## config.mk

```make
export PLATFORM = sky130hd
export DESIGN_NAME = display_scan_ctrl
export DESIGN_NICKNAME = d
export VERILOG_FILES = /design/src/rtl/display_scan_ctrl.sv
export SDC_FILE = /design/constraint.sdc
export NUM_CORES = 1
export LEC_CHECK = 0
export BUFFER_PORTS_ARGS = -buffer_cell sky130_fd_sc_hd__buf_2
export CAP_MARGIN = 20
export CORE_ASPECT_RATIO = 0.6
export CORE_MARGIN = 1.5
export CORE_UTILIZATION = 45
export CTS_CLUSTER_DIAMETER = 30
export DETAILED_ROUTE_END_ITERATION = 6
export PLACE_DENSITY = 0.64
export SYNTH_ARGS = -nofsm -noshare
export SYNTH_HDL_FRONTEND = slang
export SYNTH_SLANG_ARGS = --single-unit
```

## constraint.sdc

```tcl
create_clock -name i_clk -period 4.75 [get_ports i_clk]
set_input_delay 0.2375 -clock i_clk [delete_from_list [all_inputs] [get_ports i_clk]]
set_output_delay 0.2375 -clock i_clk [all_outputs]
set_load 0.02 [all_outputs]
```

## src/rtl/display_scan_ctrl.sv

```systemverilog
// Multiplexed 6-digit 7-segment scan controller: latches a digit set from an
// external mux, then blanks and shows each digit in turn with registered outputs.
module display_scan_ctrl #(
  parameter int DWELL = 1000,
  parameter int BLANK = 16
) (
  input  logic       i_clk,
  input  logic       i_rst_n,
  input  logic       i_en,
  input  logic [3:0] i_digit,
  output logic [2:0] o_sel,
  output logic       o_latch,
  output logic [6:0] o_seg,
  output logic [5:0] o_dig_en,
  output logic       o_frame_done
);

  localparam int DW = (DWELL > 1) ? $clog2(DWELL) : 1;
  localparam int BW = (BLANK > 1) ? $clog2(BLANK) : 1;
  localparam logic [DW-1:0] DWELL_LAST = DW'(DWELL - 1);
  localparam logic [BW-1:0] BLANK_LAST = BW'(BLANK - 1);
  localparam logic [2:0]    LAST_IDX   = 3'd5;

  typedef enum logic [1:0] {
    S_IDLE,
    S_LATCH,
    S_BLANK,
    S_SHOW
  } state_e;

  state_e        state_q, state_d;
  logic [2:0]    idx_q, idx_d;
  logic [BW-1:0] bcnt_q, bcnt_d;
  logic [DW-1:0] dcnt_q, dcnt_d;

  logic [2:0]    sel_d;
  logic          latch_d;
  logic [5:0]    dig_en_d;
  logic          frame_done_d;
  logic [6:0]    seg_d;

  function automatic logic [6:0] seg_decode(input logic [3:0] code);
    logic [6:0] seg;
    case (code)
      4'd0:    seg = 7'h3F;
      4'd1:    seg = 7'h06;
      4'd2:    seg = 7'h5B;
      4'd3:    seg = 7'h4F;
      4'd4:    seg = 7'h66;
      4'd5:    seg = 7'h6D;
      4'd6:    seg = 7'h7D;
      4'd7:    seg = 7'h07;
      4'd8:    seg = 7'h7F;
      4'd9:    seg = 7'h6F;
      4'd10:   seg = 7'h00;
      default: seg = 7'h40;
    endcase
    return seg;
  endfunction

  // NOTE: every signal gets a default first so no path leaves it unassigned (no latch).
  always_comb begin
    state_d = state_q;
    idx_d   = idx_q;
    bcnt_d  = bcnt_q;
    dcnt_d  = dcnt_q;
    unique case (state_q)
      S_IDLE: begin
        if (i_en) begin
          state_d = S_LATCH;
          idx_d   = 3'd0;
        end
      end
      S_LATCH: begin
        state_d = S_BLANK;
        idx_d   = 3'd0;
        bcnt_d  = '0;
      end
      S_BLANK: begin
        if (bcnt_q == BLANK_LAST) begin
          state_d = S_SHOW;
          dcnt_d  = '0;
        end else begin
          bcnt_d = bcnt_q + 1'b1;
        end
      end
      S_SHOW: begin
        if (dcnt_q == DWELL_LAST) begin
          if (idx_q != LAST_IDX) begin
            state_d = S_BLANK;
            idx_d   = idx_q + 3'd1;
            bcnt_d  = '0;
          end else begin
            // i_en only matters here and in IDLE, so a frame always completes.
            state_d = i_en ? S_LATCH : S_IDLE;
            idx_d   = 3'd0;
          end
        end else begin
          dcnt_d = dcnt_q + 1'b1;
        end
      end
      default: begin
        state_d = S_IDLE;
        idx_d   = 3'd0;
      end
    endcase
  end

  // Outputs are derived from the next state so they register in step with it.
  always_comb begin
    latch_d      = (state_d == S_LATCH);
    sel_d        = (state_d == S_BLANK || state_d == S_SHOW) ? idx_d : 3'd0;
    dig_en_d     = (state_d == S_SHOW) ? (6'b000001 << idx_d) : 6'b000000;
    frame_done_d = (state_d == S_SHOW) && (idx_d == LAST_IDX) && (dcnt_d == DWELL_LAST);
    seg_d        = seg_decode(i_digit);
  end

  // NOTE: synchronous reset; sequential state uses non-blocking assignments only.
  always_ff @(posedge i_clk) begin
    if (!i_rst_n) begin
      state_q      <= S_IDLE;
      idx_q        <= 3'd0;
      bcnt_q       <= '0;
      dcnt_q       <= '0;
      o_sel        <= 3'd0;
      o_latch      <= 1'b0;
      o_seg        <= 7'h00;
      o_dig_en     <= 6'b000000;
      o_frame_done <= 1'b0;
    end else begin
      state_q      <= state_d;
      idx_q        <= idx_d;
      bcnt_q       <= bcnt_d;
      dcnt_q       <= dcnt_d;
      o_sel        <= sel_d;
      o_latch      <= latch_d;
      o_seg        <= seg_d;
      o_dig_en     <= dig_en_d;
      o_frame_done <= frame_done_d;
    end
  end

endmodule
```

==> impl_metrics.json <==
{
  "path_cells": "ha_1, nand2b_1, and2_1, o41ai_1, a21oi_1, or4_1, a2111oi_2",
  "avgViaCountPerCell": 5.42,
  "vdd.ir_drop.worst_uv": 196,
  "critPathKind": "reg2reg",
  "synth_xor_area_share_pct": 1.72,
  "routed-via-count": 1790,
  "die_height_um": 55.1,
  "critPathLaunchType": "flop",
  "end_kind": "flop",
  "rows": 18,
  "cts_hold_buf": 0,
  "synth_top_family_by_area": "simple AND/OR/NAND/NOR gates",
  "fin_crit_ns": 3.07,
  "fin_ws_ns": 1.68,
  "drt_iter0_markers": 158,
  "r2r_start": "state_q[0]$_SDFF_PN0_",
  "crit_fanout": 23,
  "synth_top_area_share_pct": 36.4,
  "synth-seq-cells": 37,
  "wl_um": 4820,
  "final_nets": 288,
  "fin_util_pct": 53.6,
  "crit_slowest_cell": "ha_1",
  "place.gp.congestion": 0.852,
  "ant_nets": 0,
  "worstHoldStart": "i_rst_n",
  "max_freq_mhz": 326,
  "cts_sinks": 37,
  "tightest_slew_ns": 0.801,
  "status": "completed",
  "area_growth_pct": 11.1,
  "top_level_ports": 25,
  "fin_tns_setup_ns": 0,
  "clock_skew_ns": 0.00651,
  "synthesis.area_um2": 2030,
  "whs_path_depth": 2,
  "cts_buffers": 5,
  "whs_ns": 0.247,
  "grt_pass1_wl_um": 7880,
  "grt_pass1_vias": 1555,
  "finalCritPeriodShare_pct": 64.5,
  "rsz0062_at_grt": "false",
  "p_switching_uw": 267,
  "max-cap-violations": 0,
  "worstHoldEndpoint": "dcnt_q[4]$_SDFF_PN0_",
  "critPathMaxStageDelay_ns": 0.72,
  "syn_inst": 250,
  "regToRegSetupSlack_ns": 1.68,
  "p_int_uw": 506,
  "post_cts_resized": 0,
  "cts-root-buf": "clkbuf_8",
  "avgRoutedWirePerCell_um": 14.6,
  "grt_use_total_pct": 21.1,
  "dpl.hpwl_um": 3480,
  "cp.arrival_ns": 3.25,
  "yosys.area_share.adder_pct": 7.38,
  "synth_ff_type": "dfxtp_1",
  "worstPathRequired_ns": 4.94,
  "post_cts_buffers": 0,
  "drc": 0,
  "die_w_um": 89.8,
  "pre_cts_ws_ns": 1.71,
  "cts_tree": "yes",
  "coreArea_um2": 4210,
  "yosysWarnings": 0,
  "clockBufferDepth": 2,
  "syn_avg_cell_area_um2": 8.13,
  "overflow": 0,
  "synth-simple-area-share_pct": 27.9,
  "hold_viol_final": 0,
  "synth_compound_area_share_pct": 21.4,
  "start_util_pct": 48.3,
  "die_area_um2": 4940,
  "synthTopCellsByArea": "dfxtp_1 36%, ha_1 7.4%, nor2_1 5.9%",
  "ys_types": 48,
  "finalMaxSlewViolations": 0,
  "numPortBuffers": 24,
  "power.leakage_nw": 0.904,
  "clk_latency_ns": 0.29,
  "path_clk_slew_ns": 0.08,
  "ys_async_sr_fraction_pct": 0,
  "slew_headroom_pct": 46.6,
  "finalSetupViolCount": 0,
  "swShare_pct": 34.6,
  "synthesis.nets": 269,
  "antenna_found_initial": 0,
  "yosysSeqAreaShare_pct": 36.4,
  "num-fill-cells": 418,
  "worstHoldPathType": "in2reg",
  "synth_commonest_cells": "37 x dfxtp_1, 32 x nor2_1, 22 x a21oi_1",
  "first_pass_iters": 4,
  "p_per_area_nw_per_um2": 342,
  "grt_max_degree": 24,
  "yosysTopAreaCell": "dfxtp_1",
  "cts_max_level": 2,
  "p_comb_share_pct": 27.9,
  "drive_above_1_share_pct": 13.7,
  "reg2reg_depth": 7,
  "synthMuxAreaShare_pct": 0.492,
  "p_clk_share_pct": 27.7,
  "r2r-end": "o_frame_done$_SDFF_PN0_",
  "diodes": 0,
  "synth-edff-count": 0,
  "p_seq_share_pct": 44.4,
  "synth.most_common_cell": "dfxtp_1"
}
-- through the flow --
step	std cells	area [um^2]	total power, mW
after floorplan	250	2030	0.509
after global placement	322	2180	0.564
after detailed placement	322	2180	0.559
after CTS	330	2260	0.774
after global routing	330	2260	0.822
final	330	2260	0.773
-- worst max-delay path: cells and delay by family (launching register included) --
family	cells	cell delay, ns
simple gates	3	1.03
compound gates	3	0.78
fa+ha+maj	1	0.72
flops	1	0.43
-- layout make-up --
type / count / area [um^2] / share of cell area (%)
clock inverter: 2 / 10.0 / 0.443
clock buffer: 6 / 72.6 / 3.21
timing repair buffer: 24 / 120 / 5.32
tap: 60 / 75.1 / 3.32
sequential: 37 / 741 / 32.8
multi-input combinational: 190 / 1200 / 53.1
inverter: 11 / 41.3 / 1.83
-- routing by layer --
metal / routed length (um) / track usage [%]
met1: 2800 / 33.1
met4: 49 / 6.35
met5: 0 / 0
met3: 279 / 6.01
met2: 1690 / 26.2
-- kinds of logic (layout without fill, tap and decap cells) --
logic type | after synthesis | after routing
multiplexers | 1 | 1
flip-flops | 37 | 37
XOR/XNOR | 4 | 4
adder cells (fa/ha/maj) | 12 | 12
AND/OR/NAND/NOR | 108 | 108
buffers and inverters | 23 | 43
AO/OA/AOI/OAI | 65 | 65
-- sequential cells by signal, summed over array words and instances (netlist names) --
register      flops
o_dig_en          6
o_sel             3
idx_q             3
state_q           2
o_latch           1
o_frame_done      1
o_seg             7
dcnt_q           10
bcnt_q            4
-- power by group through the flow --
| stage | sequential [mW] | clock [mW] | combinational [mW] |
|---|---|---|---|
| final | 0.343 | 0.214 | 0.216 |
| after global routing | 0.345 | 0.232 | 0.244 |
| after CTS | 0.342 | 0.218 | 0.214 |
| after detailed placement | 0.349 | 0 | 0.210 |
| after global placement | 0.349 | 0 | 0.215 |
| after floorplan | 0.358 | 0 | 0.151 |
-- layout by cell type, fill, tap and decap left out, drive strengths merged, types with 6 or more instances in the layout --
cell type	n
nand2	19
nor2	32
clkbuf	6
a211oi	6
buf	24
nand3	10
a21oi	22
o21ai	12
inv	11
ha	12
dfxtp	37
and2	6
nor3	10
-- worst max-delay path by stage --
stage / slack [ns] / depth (start not counted) / from / to
after floorplan: 2.45 / 6 / dcnt_q[1]$_SDFF_PN0_ / o_frame_done$_SDFF_PN0_
after global placement: 1.82 / 7 / state_q[0]$_SDFF_PN0_ / o_frame_done$_SDFF_PN0_
after detailed placement: 1.71 / 7 / state_q[0]$_SDFF_PN0_ / o_frame_done$_SDFF_PN0_
after CTS: 1.69 / 7 / state_q[0]$_SDFF_PN0_ / o_frame_done$_SDFF_PN0_
after global routing: 1.36 / 7 / state_q[0]$_SDFF_PN0_ / o_frame_done$_SDFF_PN0_
final: 1.68 / 7 / state_q[0]$_SDFF_PN0_ / o_frame_done$_SDFF_PN0_
Power figures use the tool's default switching activity.
